==> config.mk <==
export PLATFORM = sky130hd
export DESIGN_NAME = pattern_editor
export DESIGN_NICKNAME = d
export VERILOG_FILES = /design/src/rtl/pattern_pkg.sv /design/src/rtl/move_repeat.sv /design/src/rtl/pattern_editor.sv
export SDC_FILE = /design/constraint.sdc
export NUM_CORES = 1
export LEC_CHECK = 0
export BUFFER_PORTS_ARGS = -buffer_cell sky130_fd_sc_hd__buf_2
export CORE_AREA = 2 2 308 310
export DETAILED_ROUTE_END_ITERATION = 10
export DIE_AREA = 0 0 310 312
export PLACE_DENSITY = 0.45
export SLEW_MARGIN = 15
export SYNTH_ARGS = -nofsm -noshare
export SYNTH_HDL_FRONTEND = slang
export SYNTH_SLANG_ARGS = --single-unit
==> constraint.sdc <==
create_clock -name clk -period 2.6 [get_ports clk]
set_clock_uncertainty 0.15 [all_clocks]
set_input_delay 0.52 -clock clk [delete_from_list [all_inputs] [get_ports clk]]
set_output_delay 0.52 -clock clk [all_outputs]
set_load 0.05 [all_outputs]
==> src/rtl/pattern_pkg.sv <==
// Shared types and helpers for the pattern editor: repeat FSM states,
// direction bit positions within the move request, and cursor wrap arithmetic.
package pattern_pkg;

   typedef enum logic [1:0] {
      ST_IDLE   = 2'd0,
      ST_DELAY  = 2'd1,
      ST_REPEAT = 2'd2
   } rep_state_t;

   localparam int DIR_UP    = 3;
   localparam int DIR_DOWN  = 2;
   localparam int DIR_LEFT  = 1;
   localparam int DIR_RIGHT = 0;

   // Moves pos by delta (-1, 0 or +1) and wraps at both ends of [0, size-1].
   function automatic int wrap_step(input int pos, input int delta, input int size);
      int n;
      n = pos + delta;
      if (n < 0)
         n = size - 1;
      else if (n >= size)
         n = 0;
      return n;
   endfunction

endpackage

==> src/rtl/move_repeat.sv <==
// Turns the level move request into single-edge step pulses with keyboard-style
// auto-repeat: an immediate step, one after REPEAT_DELAY edges, then every REPEAT_RATE.
module move_repeat
   import pattern_pkg::*;
#(
   parameter int REPEAT_DELAY = 16,
   parameter int REPEAT_RATE  = 4
) (
   input  logic              clk,
   input  logic              reset,
   input  logic [3:0]        move,
   input  logic              lock,
   output logic              step,
   output logic signed [1:0] dx,
   output logic signed [1:0] dy
);

   localparam int CMAX = (REPEAT_DELAY > REPEAT_RATE) ? REPEAT_DELAY : REPEAT_RATE;
   localparam int CW   = $clog2(CMAX + 1);

   rep_state_t  state, state_n;
   logic [CW-1:0] cnt, cnt_n;
   logic [3:0]    last_vec, last_vec_n;
   logic [3:0]    vec;

   logic signed [1:0] right_s, left_s, down_s, up_s;

   assign right_s = {1'b0, move[DIR_RIGHT]};
   assign left_s  = {1'b0, move[DIR_LEFT]};
   assign down_s  = {1'b0, move[DIR_DOWN]};
   assign up_s    = {1'b0, move[DIR_UP]};

   // Opposite requests cancel to zero on that axis.
   assign dx  = right_s - left_s;
   assign dy  = down_s - up_s;
   assign vec = {dx, dy};

   always_ff @(posedge clk) begin
      if (reset) begin
         state    <= ST_IDLE;
         cnt      <= '0;
         last_vec <= '0;
      end else begin
         state    <= state_n;
         cnt      <= cnt_n;
         last_vec <= last_vec_n;
      end
   end

   // cnt holds the number of edges since the last step; it is compared at
   // the edge that would fire the next one.
   always_comb begin
      state_n    = state;
      cnt_n      = cnt;
      last_vec_n = last_vec;
      step       = 1'b0;
      if (lock || vec == 4'd0) begin
         state_n = ST_IDLE;
         cnt_n   = '0;
      end else begin
         case (state)
            ST_IDLE: begin
               step       = 1'b1;
               state_n    = ST_DELAY;
               cnt_n      = CW'(1);
               last_vec_n = vec;
            end
            ST_DELAY, ST_REPEAT: begin
               if (vec != last_vec) begin
                  step       = 1'b1;
                  state_n    = ST_DELAY;
                  cnt_n      = CW'(1);
                  last_vec_n = vec;
               end else if ((state == ST_DELAY  && cnt == CW'(REPEAT_DELAY)) ||
                            (state == ST_REPEAT && cnt == CW'(REPEAT_RATE))) begin
                  step    = 1'b1;
                  state_n = ST_REPEAT;
                  cnt_n   = CW'(1);
               end else begin
                  cnt_n = cnt + CW'(1);
               end
            end
            default: begin
               state_n = ST_IDLE;
               cnt_n   = '0;
            end
         endcase
      end
   end

endmodule

==> src/rtl/pattern_editor.sv <==
// Cursor-driven bit-matrix editor: moves a wrapping cursor, toggles/clears cells,
// and renders the pattern (red) plus a blinking cursor (green). Freezes under lock.
module pattern_editor
   import pattern_pkg::*;
#(
   parameter int WIDTH        = 16,
   parameter int HEIGHT       = 16,
   parameter int REPEAT_DELAY = 16,
   parameter int REPEAT_RATE  = 4,
   parameter int BLINK_BITS   = 3
) (
   input  logic                          clk,
   input  logic                          reset,
   input  logic [3:0]                    move,
   input  logic                          toggle,
   input  logic                          clear,
   input  logic                          lock,
   output logic [HEIGHT-1:0][WIDTH-1:0]  pattern,
   output logic [$clog2(WIDTH)-1:0]      cur_x,
   output logic [$clog2(HEIGHT)-1:0]     cur_y,
   output logic [HEIGHT-1:0][WIDTH-1:0]  red_pixels,
   output logic [HEIGHT-1:0][WIDTH-1:0]  grn_pixels
);

   localparam int XW = $clog2(WIDTH);
   localparam int YW = $clog2(HEIGHT);

   logic                  step;
   logic signed [1:0]     step_dx, step_dy;
   logic                  toggle_q;
   logic                  toggle_rise;
   logic [BLINK_BITS-1:0] blink;

   move_repeat #(
      .REPEAT_DELAY (REPEAT_DELAY),
      .REPEAT_RATE  (REPEAT_RATE)
   ) u_move_repeat (
      .clk   (clk),
      .reset (reset),
      .move  (move),
      .lock  (lock),
      .step  (step),
      .dx    (step_dx),
      .dy    (step_dy)
   );

   assign toggle_rise = toggle & ~toggle_q;

   always_ff @(posedge clk) begin
      if (reset) begin
         cur_x <= '0;
         cur_y <= '0;
      end else if (step) begin
         cur_x <= XW'(wrap_step(int'(cur_x), int'(step_dx), WIDTH));
         cur_y <= YW'(wrap_step(int'(cur_y), int'(step_dy), HEIGHT));
      end
   end

   // Toggle history keeps sampling under lock so a held toggle never
   // looks like a fresh press when lock drops.
   always_ff @(posedge clk) begin
      if (reset)
         toggle_q <= 1'b0;
      else
         toggle_q <= toggle;
   end

   // The flip uses the registered cursor, i.e. the position before any
   // move taken on the same edge.
   always_ff @(posedge clk) begin
      if (reset)
         pattern <= '0;
      else if (!lock) begin
         if (clear)
            pattern <= '0;
         else if (toggle_rise)
            pattern[cur_y][cur_x] <= ~pattern[cur_y][cur_x];
      end
   end

   always_ff @(posedge clk) begin
      if (reset)
         blink <= '0;
      else
         blink <= blink + BLINK_BITS'(1);
   end

   assign red_pixels = pattern;

   always_comb begin
      grn_pixels = '0;
      if (!lock && !blink[BLINK_BITS-1])
         grn_pixels[cur_y][cur_x] = 1'b1;
   end

endmodule

==> results of run 1 <==
[flip-flops by register name, indices dropped and copies added, names as in the netlist]
name,count
pattern,256
cur_y,4
blink,3
u_move_repeat.state,2
u_move_repeat.last_vec,4
u_move_repeat.cnt,5
cur_x,4
toggle_q,1
[routing by layer]
layer,vias to the layer above,routed length (um)
li1,11200,-
met1,12600,52500
met2,1193,65100
met3,199,9470
met4,4,5310
met5,-,29
[synth_stat cells (13+ instances only)]
cell / count / area, um2
inv_1: 15 / 56.3
nand2_1: 76 / 285
o31ai_1: 214 / 1610
clkbuf_1: 279 / 1050
dfxtp_1: 279 / 5590
o31ai_2: 40 / 500
ha_1: 15 / 188
mux4_2: 64 / 1440
nand2b_1: 17 / 106
buf_1: 20 / 75.1
o21ai_0: 264 / 1320
nor2_1: 288 / 1080
or2_2: 13 / 81.3
nand3_1: 200 / 1000
buf_4: 258 / 1940
buf_2: 63 / 315
a22oi_1: 32 / 240
nand3b_1: 261 / 1960
nor3_1: 257 / 1290
a21oi_1: 26 / 130
[area by class of cell]
type                            count  area (um2)  share of cell area (%)
Multi-Input combinational cell   1852       16000                    46.4
Sequential cell                   279        5610                    16.2
Tap cell                         1254        1570                    4.54
Clock inverter                     13         175                   0.507
Timing Repair Buffer             1299       10000                    29.0
Inverter                           15        56.3                   0.163
Clock buffer                       54        1110                    3.22
[report_power, final]
group          total, uW  switching [uW]  internal (uW)  leakage (uW)
clock network       5570            2260           3300      0.000627
registers           4380            65.6           4310       0.00225
logic               3250            2180           1080        0.0127
total              13200            4510           8690        0.0156
[stage by stage]
step                total power, uW  TNS, ns  cell area (um2)  utilization, %  setup WS (ns)
floorplan                      6380   -70.02            24700               -         -0.716
global placement               7360  -158.87            30400            32.6         -0.641
detailed placement             7360  -143.12            30400            32.6         -0.590
CTS                           13200  -211.44            32900            35.3         -0.530
global route                  13600  -267.82            34600            37.2         -0.681
finish                        13200  -237.29            34600            37.2         -0.622
[kinds of logic (layout without fill, tap and decap cells)]
kind of cell | Yosys count | after routing | synth area share [%]
XOR/XNOR | 11 | 11 | 0.461
AO/OA/AOI/OAI | 609 | 609 | 19.4
AND/OR/NAND/NOR | 1149 | 1149 | 29.0
adder cells (fa/ha/maj) | 15 | 15 | 0.897
buffers and inverters | 637 | 1381 | 16.5
multiplexers | 68 | 68 | 7.08
flip-flops | 279 | 279 | 26.7
[worst min path at each step]
| stage | from | to | cells after the start |
|---|---|---|---|
| final | toggle | toggle_q | 2 |
| after global routing | toggle | toggle_q | 2 |
| after CTS | toggle | toggle_q | 2 |
| after detailed placement | blink[0] | blink[0] | 1 |
| after global placement | blink[0] | blink[0] | 1 |
| after floorplan | blink[0] | blink[0] | 1 |
[repair_timing]
| item | 4_1_cts | 5_1_grt |
|---|---|---|
| cloned | 12 | 23 |
| buffers inserted | 25 | 10 |
| hold endpoints to repair | 0 | 0 |
| setup endpoints to repair | 512 | 512 |
| resized for setup | 183 | 191 |
| pin swaps | 28 | 36 |
==> out/metrics.cfg, run 1 <==
[routing]
drt_iter0_markers = 2347
vias = 25200
dr.pass1.iters = 5
wl_per_cell_um = 27.8
ant_nets = 0
drc = 0
avgViaCountPerCell = 5.28
drt_wl_total_um = 132000

[sta]
hold_slack_ns = 0.0555
rsz0062_at_grt = yes
slew_headroom_pct = 52.7
slew_violations = 0
finalCritPeriodShare_pct = 124
finalSetupViolCount = 512
hold_violations = 0
tightest_slew_ns = 0.709
max_freq_ghz = 0.310
min_period_ns = 3.22
setup_slack_ns = -0.622

[outcome]
violations = negative setup slack
status = finished, violations left

[logic_synthesis]
synth-seq-cells = 279
synth_ff_type = dfxtp_1
syn-cell-area_um2 = 20900
netlist_instances = 2768
synth_edf_count = 0
ys_types = 51
synth-seq-area-share_pct = 26.7
ys_warn_count = 0
async_flop_share_pct = 0
avgSynthCellArea_um2 = 7.56
synth_nets = 2792

[setup_path]
startpoint_type = register
crit_end = pattern[119]
crit_fanout = 8
path_buf_inv = 7
crit_top_cell = buf_12
cp.arrival_ns = 3.54
end_kind = register
cp_cell_sequence = buf_12 > buf_16 > buf_12 > mux4_2 > a22oi_2 > a21oi_1 > nor4_1 > buf_4 > o22ai_4 > buf_12 > buf_12 > clkbuf_16 > o31ai_2
cpPeakStageDelay_ns = 0.57
cp.depth = 13
r2r_end = pattern[119]
r2r_slack_ns = -0.62
cpLargestDelayFamily = buffers and inverters
required_ns = 2.92
worst_path_max_delay_cell = mux4_2
r2r.worst_path.cells = 13
startpoint = cur_y[0]
critical_path_class = register to register
rr_startpoint = cur_y[0]

[pwr]
p_leak_uw = 0.0156
ir_worst_vdd_uv = 472
powerDensity_nw_per_um2 = 382

[grt]
antenna_found_initial = 7
grt_pass1_wl_um = 178000
grt_use_met3_pct = 4.15
grt_overflow = 0
grt_pass1_vias = 22700
grt_max_degree = 139
top_usage_layer = met2
met1_usage_pct = 31.8
track_usage_pct = 25.3
met2_usage_pct = 43.5

[cells_and_area]
antennaDiodeCount = 0
drive_above_1_share_pct = 54.3
num-nets-final = 3509
final_cell_mix = buf_2, buf_4, nor2_1
final_cells = 4766
n_fill_cell = 9492
synthToLayoutAreaGrowth_pct = 65.3
final_common_cell = buf_2

[die]
die_area_um2 = 96700
io_pins = 785
chipHeight_um = 312
initial_core_util_pct = 22.5
core_um2 = 93000
die_width_um = 310
row_count = 112

[clock_tree]
cts_sinks = 279
worstSkewPairLatency_ns = 0.58
cts-root-buf = clkbuf_16
h-tree-depth = 2
cts_hold_buf = 0
tritoncts = built
clkTransAtPathRegs_ns = 0.06
clockBufferDepth = 3
cts_buffers = 38

[min_path]
hp-class = primary input to register

[place]
gp_congestion = 0.860
port_buffers = 784
dp_hpwl_um = 93900
dp_cells = 4631

[run]
maxCapViolations = 0

No activity file was read; power rests on OpenSTA's default activity.
==> run 2, diff against run 1 <==
--- a/config.mk
+++ b/config.mk
@@ -5,7 +5,7 @@
 export SDC_FILE = /design/constraint.sdc
 export NUM_CORES = 1
 export LEC_CHECK = 0
-export BUFFER_PORTS_ARGS = -buffer_cell sky130_fd_sc_hd__buf_2
+export BUFFER_PORTS_ARGS = -buffer_cell sky130_fd_sc_hd__buf_4
 export CORE_AREA = 2 2 308 310
 export DETAILED_ROUTE_END_ITERATION = 10
 export DIE_AREA = 0 0 310 312
==> out/metrics.cfg, run 2 (synthesized netlist as in run 1, its figures left out) <==
[die]
io_pins = 785  ; unchanged
core_um2 = 93000  ; unchanged
die_width_um = 310  ; unchanged
chipHeight_um = 312  ; unchanged
die_area_um2 = 96700  ; unchanged
initial_core_util_pct = 22.5  ; unchanged
row_count = 112  ; unchanged

[sta]
finalSetupViolCount = 512  ; unchanged
tightest_slew_ns = 0.758  ; was 0.709 ns
slew_headroom_pct = 49.5  ; was 52.7%
rsz0062_at_grt = yes  ; unchanged
max_freq_ghz = 0.315  ; was 0.310 GHz
finalCritPeriodShare_pct = 122  ; was 124%
min_period_ns = 3.18  ; was 3.22 ns
slew_violations = 0  ; unchanged
setup_slack_ns = -0.578  ; was -0.622 ns
hold_violations = 0  ; unchanged

[routing]
dr.pass1.iters = 6  ; was 5
vias = 25100  ; was 25200
avgViaCountPerCell = 5.26  ; was 5.28
drc = 0  ; unchanged
drt_wl_total_um = 135000  ; was 132000 um
wl_per_cell_um = 28.2  ; was 27.8 um
ant_nets = 0  ; unchanged
drt_iter0_markers = 2413  ; was 2347

[cells_and_area]
drive_above_1_share_pct = 53.5  ; was 54.3%
n_fill_cell = 9391  ; was 9492
antennaDiodeCount = 0  ; unchanged
final_cell_mix = buf_4, nor2_1, dfxtp_1  ; was buf_2, buf_4, nor2_1
largest_reg_flops = 256  ; unchanged
largestRegisters = pattern: 256 flops, u_move_repeat.cnt: 5 flops  ; unchanged
num-nets-final = 3519  ; was 3509
final_common_cell = buf_4  ; was buf_2
top_register = pattern  ; unchanged
final_cells = 4773  ; was 4766
synthToLayoutAreaGrowth_pct = 73.4  ; was 65.3%

[pwr]
p_seq_share_pct = 34.2  ; was 33.2%
combPwrFrac_pct = 25.8  ; was 24.7%
p_switching_uw = 4470  ; was 4510 uW
p_leak_uw = 0.0153  ; was 0.0156 uW
p_int_uw = 8310  ; was 8690 uW
ir_worst_vdd_uv = 450  ; was 472 uV
clkPwrFrac_pct = 40.0  ; was 42.2%
powerDensity_nw_per_um2 = 352  ; was 382 nW/um2
power_uw = 12800  ; was 13200 uW
switching_share_pct = 35.0  ; was 34.2%

[setup_path]
crit_fanout = 8  ; unchanged
required_ns = 2.94  ; was 2.92 ns
critical_path_class = register to register  ; unchanged
cp.arrival_ns = 3.52  ; was 3.54 ns
startpoint_type = register  ; unchanged
end_kind = register  ; unchanged

[grt]
track_usage_pct = 25.4  ; was 25.3%
grt_pass1_wl_um = 179000  ; was 178000 um
antenna_found_initial = 2  ; was 7
grt_overflow = 0  ; unchanged
grt_max_degree = 147  ; was 139
grt_pass1_vias = 22700  ; about the same

[run]
maxCapViolations = 0  ; unchanged

[clock_tree]
h-tree-depth = 2  ; unchanged
worstSkewPairLatency_ns = 0.58  ; about the same
clkTransAtPathRegs_ns = 0.06  ; about the same
cts_sinks = 279  ; unchanged
cts_hold_buf = 0  ; unchanged
cts_buffers = 36  ; was 38
clockBufferDepth = 3  ; unchanged
tritoncts = built  ; unchanged
cts-root-buf = clkbuf_16  ; unchanged

[place]
port_buffers = 784  ; unchanged
dp_cells = 4630  ; was 4631
dp_hpwl_um = 94000  ; was 93900 um
gp_congestion = 0.847  ; was 0.860

[min_path]
hp-class = primary input to register  ; unchanged

[outcome]
violations = negative setup slack  ; unchanged
status = finished, violations left  ; unchanged

## run 2: power by group through the flow
stage               combinational (uW)  clock (uW)  sequential (uW)
floorplan                         1880           0             4500
global placement                  2940           0             4480
detailed placement                2940           0             4480
CTS                               3090        5190             4370
global route                      3440        5330             4370
finish                            3300        5110             4370
## run 2: what timing repair did
action,4_1_cts,5_1_grt
gates cloned,4,34
setup buffers,29,16
gates resized for setup,73,255
pin swaps,12,76
setup endpoints to repair,512,513
## run 2: path summary, 6_finish.rpt
check / startpoint / depth (start not counted) / slack [ns] / to
worst max-delay path: cur_y[0] / 13 / -0.58 / pattern[217]
worst min-delay path: toggle / 2 / 0.03 / toggle_q
worst max register to register: cur_y[0] / 13 / -0.58 / pattern[217]
worst min register to register: blink[0] / 1 / 0.27 / blink[0]
## run 2: stage by stage
| step | TNS (ns) | instance area, um2 | hold slack (ns) | utilization (%) | setup slack (ns) |
|---|---|---|---|---|---|
| 2_1_floorplan | -70.02 | 24700 | 0.240 | - | -0.716 |
| 3_3_place_gp | -105.21 | 32200 | 0.255 | 34.6 | -0.440 |
| 3_5_place_dp | -111.47 | 32200 | 0.261 | 34.6 | -0.508 |
| 4_1_cts | -174.12 | 34000 | 0.00491 | 36.6 | -0.452 |
| 5_1_grt | -235.21 | 36300 | 0.0513 | 39.0 | -0.635 |
| 6_report | -197.46 | 36300 | 0.0274 | 39.0 | -0.578 |
## run 2: area by class of cell
class,instances,area [um2],share of cell area [%]
clock buffer,52,1040,2.87
clock inverter,10,108,0.297
inverter,15,60.1,0.166
multi-input combinational,1852,16000,44.0
sequential,279,5610,15.5
tap,1254,1570,4.33
timing repair buffer,1311,11900,32.9
## run 2: critical path, cell delays in order, from the launching register on
cell	delay (ns)
dfxtp_4	0.36
buf_12	0.14
buf_16	0.14
buf_12	0.14
mux4_2	0.59
a22oi_1	0.21
a21oi_1	0.10
nor4_2	0.22
buf_4	0.16
o22ai_4	0.09
clkbuf_8	0.21
clkbuf_16	0.19
clkbuf_16	0.16
o31ai_1	0.22
## run 2: per-layer routing
layer	up-vias	GRT usage [%]	share of wire, %
met5	-	0	0.0074
met3	168	4.03	6.9
met4	2	8.47	3.7
met2	1157	43.9	50
met1	12600	32.0	40
li1	11200	-	-
